`config.mk`:
```
export PLATFORM = sky130hd
export DESIGN_NAME = vpu_issue_ctrl
export DESIGN_NICKNAME = d
export VERILOG_FILES = /design/src/rtl/vpu_issue_ctrl.sv
export SDC_FILE = /design/constraint.sdc
export NUM_CORES = 1
export LEC_CHECK = 0
export ABC_AREA = 0
export BUFFER_PORTS_ARGS = -buffer_cell sky130_fd_sc_hd__buf_2
export CAP_MARGIN = 10
export CORE_ASPECT_RATIO = 0.5
export CORE_UTILIZATION = 50
export CTS_CLUSTER_DIAMETER = 60
export DETAILED_ROUTE_END_ITERATION = 10
export GPL_TIMING_DRIVEN = 0
export HOLD_SLACK_MARGIN = 0.08
export PLACE_DENSITY = 0.88
export SYNTH_ARGS = -nofsm -noshare
export SYNTH_HDL_FRONTEND = slang
export SYNTH_SLANG_ARGS = --single-unit
export TNS_END_PERCENT = 5
```
`constraint.sdc`:
```
create_clock -name clk -period 4.1 [get_ports clk]
set_input_delay 0.205 -clock clk [delete_from_list [all_inputs] [get_ports clk]]
set_output_delay 0.205 -clock clk [all_outputs]
set_load 0.02 [all_outputs]
```
`src/rtl/vpu_issue_ctrl.sv`:
```
// rtl/vpu_issue_ctrl.sv - vector unit command issue sequencer (read, execute, write-back per element)
module vpu_issue_ctrl #(
    parameter int DATA_W = 32,
    parameter int OP_W   = 4,
    parameter int ADDR_W = 8,
    parameter int LEN_W  = 8
) (
    input  logic              clk,
    input  logic              rst_n,
    input  logic              cmd_valid,
    output logic              cmd_ready,
    input  logic [OP_W-1:0]   cmd_opcode,
    input  logic [ADDR_W-1:0] cmd_src0,
    input  logic [ADDR_W-1:0] cmd_src1,
    input  logic [ADDR_W-1:0] cmd_dst,
    input  logic [LEN_W-1:0]  cmd_len,
    output logic              rd_en,
    output logic [ADDR_W-1:0] rd_addr0,
    output logic [ADDR_W-1:0] rd_addr1,
    input  logic [DATA_W-1:0] rd_data0,
    input  logic [DATA_W-1:0] rd_data1,
    output logic              alu_start,
    output logic [OP_W-1:0]   alu_opcode,
    output logic [DATA_W-1:0] alu_op0,
    output logic [DATA_W-1:0] alu_op1,
    input  logic [DATA_W-1:0] alu_result,
    output logic              wr_en,
    output logic [ADDR_W-1:0] wr_addr,
    output logic [DATA_W-1:0] wr_data,
    output logic              busy,
    output logic              done,
    output logic              err
);

    typedef enum logic [2:0] {
        S_IDLE,
        S_RD,
        S_EX,
        S_WB,
        S_FIN
    } state_t;

    state_t              state;
    logic [OP_W-1:0]     op_q;
    logic [ADDR_W-1:0]   src0_q;
    logic [ADDR_W-1:0]   src1_q;
    logic [ADDR_W-1:0]   dst_q;
    logic [LEN_W-1:0]    len_q;
    logic [LEN_W-1:0]    idx;
    logic [DATA_W-1:0]   res_q;
    logic [ADDR_W-1:0]   idx_a;
    logic                cmd_illegal;

    // Element offsets wrap with the buffer address space.
    assign idx_a       = ADDR_W'(idx);
    assign cmd_illegal = cmd_opcode > OP_W'(3);

    always_ff @(posedge clk or negedge rst_n) begin
        if (!rst_n) begin
            state  <= S_IDLE;
            op_q   <= '0;
            src0_q <= '0;
            src1_q <= '0;
            dst_q  <= '0;
            len_q  <= '0;
            idx    <= '0;
            res_q  <= '0;
        end else begin
            case (state)
                S_IDLE: begin
                    if (cmd_valid) begin
                        op_q   <= cmd_opcode;
                        src0_q <= cmd_src0;
                        src1_q <= cmd_src1;
                        dst_q  <= cmd_dst;
                        len_q  <= cmd_len;
                        idx    <= '0;
                        state  <= (cmd_len == '0 || cmd_illegal) ? S_FIN : S_RD;
                    end
                end
                S_RD: state <= S_EX;
                S_EX: begin
                    res_q <= alu_result;
                    state <= S_WB;
                end
                S_WB: begin
                    if (idx == len_q - LEN_W'(1)) begin
                        state <= S_FIN;
                    end else begin
                        idx   <= idx + LEN_W'(1);
                        state <= S_RD;
                    end
                end
                S_FIN:   state <= S_IDLE;
                default: state <= S_IDLE;
            endcase
        end
    end

    // Strobes decode straight from the state register; operands pass through
    // in EX because buffer data only arrives the cycle after the read.
    assign cmd_ready  = (state == S_IDLE);
    assign busy       = (state != S_IDLE);
    assign rd_en      = (state == S_RD);
    assign rd_addr0   = rd_en ? src0_q + idx_a : '0;
    assign rd_addr1   = rd_en ? src1_q + idx_a : '0;
    assign alu_start  = (state == S_EX);
    assign alu_opcode = alu_start ? op_q : '0;
    assign alu_op0    = alu_start ? rd_data0 : '0;
    assign alu_op1    = alu_start ? rd_data1 : '0;
    assign wr_en      = (state == S_WB);
    assign wr_addr    = wr_en ? dst_q + idx_a : '0;
    assign wr_data    = wr_en ? res_q : '0;
    assign done       = (state == S_FIN);
    assign err        = done && (op_q > OP_W'(3));

endmodule

```
==> flow_summary.yaml <==
place:
  io_buffers: 265
  dp_cells: 965
  place_ws_ns: 1.37
  place_area_sq_um: 6570
  hpwl_um: 11800
  gp_congestion: 0.877
timing:
  setup_violations: 0
  skew_ns: 0.00388
  period_share_pct: 88.9
  drv_slew: 0
  finalHoldViolations: 0
  worst_pin_slew_ns: 0.792
  min_period_ns: 3.65
  finalSetupTns_ns: 0
  max-slew-margin-rel_pct: 45.9
  rsz0062_at_grt: "no"
  max_freq_mhz: 274
  postLayoutSetupSlackWorst_ns: 0.454
die:
  initial_utilization_pct: 52.5
  dieArea_sq_um: 10500
  core_area_sq_um: 9600
  die_h_um: 73
  die_x_um: 144
  ioPinCount: 266
  row_count: 25
worst_setup_path:
  cp-end-kind: "output pin"
  r2r_setup_slack_ns: 1.52
  crit_type: "flip-flop to output pin"
  setup.worst_path.start: "idx[1]"
  reg2reg_to: "idx[2]"
  r2r_cells: 7
  path_cells: "ha_1 -> a21o_1 -> a21oi_1 -> o21bai_1 -> a2111oi_0 -> o31ai_1 -> a21oi_1 -> buf_2"
  cp.arrival_ns: 3.44
  slowest_stage: "a2111oi_0"
  critical_path_required_ns: 3.89
  endpoint: "rd_addr0[7]"
  max_stage_delay_ns: 0.76
  critPathMostFrequentCell: "a21oi_1"
  path_max_fanout: 10
  critPathLaunchType: "flip-flop"
  rr_startpoint: "len_q[0]"
cts:
  cts-root-buf: "clkbuf_16"
  cts_buffers: 9
  clockBufferDepth: 2
  cts_tree: "built"
  cts_hold_buf: 22
  clock-sinks: 79
  post_cts_buffers: 0
  cts.clk_slew.worst_paths_ns: 0.06
  clk_latency_ns: 0.34
  htreeDepth: 3
  cts_resized: 0
pwr:
  leakagePower_nw: 3.92
  total_power_mw: 5.44
  p_per_area_nw_per_um2: 765
  ir_worst_vdd_mv: 0.360
synthesis:
  netlist.area_leader.share_pct: 39.2
  ys.warnings.count: 0
  synth-edff-count: 0
  async_flop_share_pct: 100
  netlist_area_sq_um: 5040
  yosys.area.top_type: "dfrtp_1"
  syn_nets: 725
  yosysSeqAreaShare_pct: 39.2
  synth.distinct_cells: 48
  synth_cells: 564
  synth_ff_type: "dfrtp_1"
  synth-seq-cells: 79
  synth.avg_cell_area_sq_um: 8.94
  synth.top_cells.by_area: "dfrtp_1 39%, and2_1 13%, nand2_1 8.3%"
final_layout:
  fin_cells: 1003
  layout.nets: 1024
  n_antenna_cell: 0
  area_delta_synth_final_pct: 41.1
  design_area_sq_um: 7110
  fillers: 700
  seq_area_sq_um: 1980
  multi_input_area_sq_um: 2900
  drive_gt1_share_pct: 37.1
route:
  drtAntennaViolNets: 0
  vias: 5368
  vias_per_cell: 5.35
  wire_per_inst_um: 17.1
  wl_um: 17200
  drc_errors: 0
  drt_first_pass_iters: 6
  drt_iter0_markers: 426
worst_hold_path:
  min_path_type: "primary input to flip-flop"
grt:
  grt.overflow.total: 0
  track_usage_pct: 32.4
  grt_max_degree: 51
  antenna_found_initial: 0
  grt_pass1_vias: 5198
  grt_pass1_wl_um: 25900
run_status:
  status: "complete, no violations"
job:
  cap_violations: 0
-- per-stage QoR --
stage,util (%),hold slack (ns)
2_1_floorplan,-,-0.0906
3_3_place_gp,68.1,0.396
3_5_place_dp,68.4,0.168
4_1_cts,74.1,0.0810
5_1_grt,74.1,0.0830
6_report,74.1,0.0588
-- critical path: cells and delay by family (launching register included) --
family / cells / cell delay (ns)
fa+ha+maj: 1 / 0.33
compound gates: 6 / 1.88
flops: 1 / 0.68
buf+inv: 1 / 0.21
-- cells in the final DEF, fill, tap and decap left out, types with 11 or more instances in the layout --
cell	instances
a21oi_1	23
and2_1	104
buf_2	267
clkbuf_1	24
dfrtp_1	79
dlygate4sd3_1	22
ha_1	23
inv_1	13
mux2_2	32
nand2_1	111
nor2_1	26
xnor2_1	13
xor2_1	11
-- area by class of cell --
class	count	area share (%)
buffer	30	1.69
clock buffer	13	3.66
clock inverter	3	0.915
inverter	13	0.686
multi-input combinational	442	40.7
sequential	79	27.8
tap	135	2.38
timing repair buffer	288	22.2
-- power breakdown --
| group | leakage, nW | switching [mW] | internal [mW] |
|---|---|---|---|
| registers | 0.967 | 0.290 | 1.15 |
| clock network | 0.160 | 0.317 | 0.566 |
| logic | 2.79 | 1.89 | 1.23 |
-- synthesized netlist by cell type, drive strengths merged (8+ instances only) --
library cell / n
xor2: 11
and2: 104
dfrtp: 79
nor2: 26
nand2: 111
xnor2: 14
o21ai: 9
clkbuf: 22
mux2: 32
ha: 23
buf: 8
and3: 8
inv: 13
a21oi: 24
-- cell families (layout without fill, tap and decap cells) --
logic type                 count (synthesis)  after routing  share of synthesized area [%]
and+or+nand+nor                          290            290                           29.4
buffers and inverters                     43            347                           3.35
muxes                                     38             38                           8.34
xor gates and xnor gates                  25             25                           4.49
AOI/OAI and AO/OA                         63             63                           8.34
DFF                                       79             79                           39.2
adders and majority gates                 26             26                           6.90
-- worst min-delay path by stage --
stage | startpoint | to | slack, ns | depth (start not counted)
global placement | cmd_dst[3] | dst_q[3] | 0.40 | 3
floorplan | rst_n | dst_q[0] | -0.09 | 0
detailed placement | rst_n | src0_q[3] | 0.17 | 1
CTS | cmd_len[2] | len_q[2] | 0.08 | 3
finish | cmd_src1[5] | src1_q[5] | 0.06 | 3
global route | cmd_src0[6] | src0_q[6] | 0.08 | 3
-- state kept, by name, indices dropped and copies added, names as in the netlist --
register and flops:
dst_q 8, idx 8, len_q 8, op_q 4
res_q 32, src0_q 8, src1_q 8, state 3
-- routing by layer --
metal  GRT usage [%]  wire length [um]
met4            15.0               603
met2            57.3              8600
met3            6.69              1210
met5               0                 0
met1            38.3              6790
No activity file was read; power rests on OpenSTA's default activity.
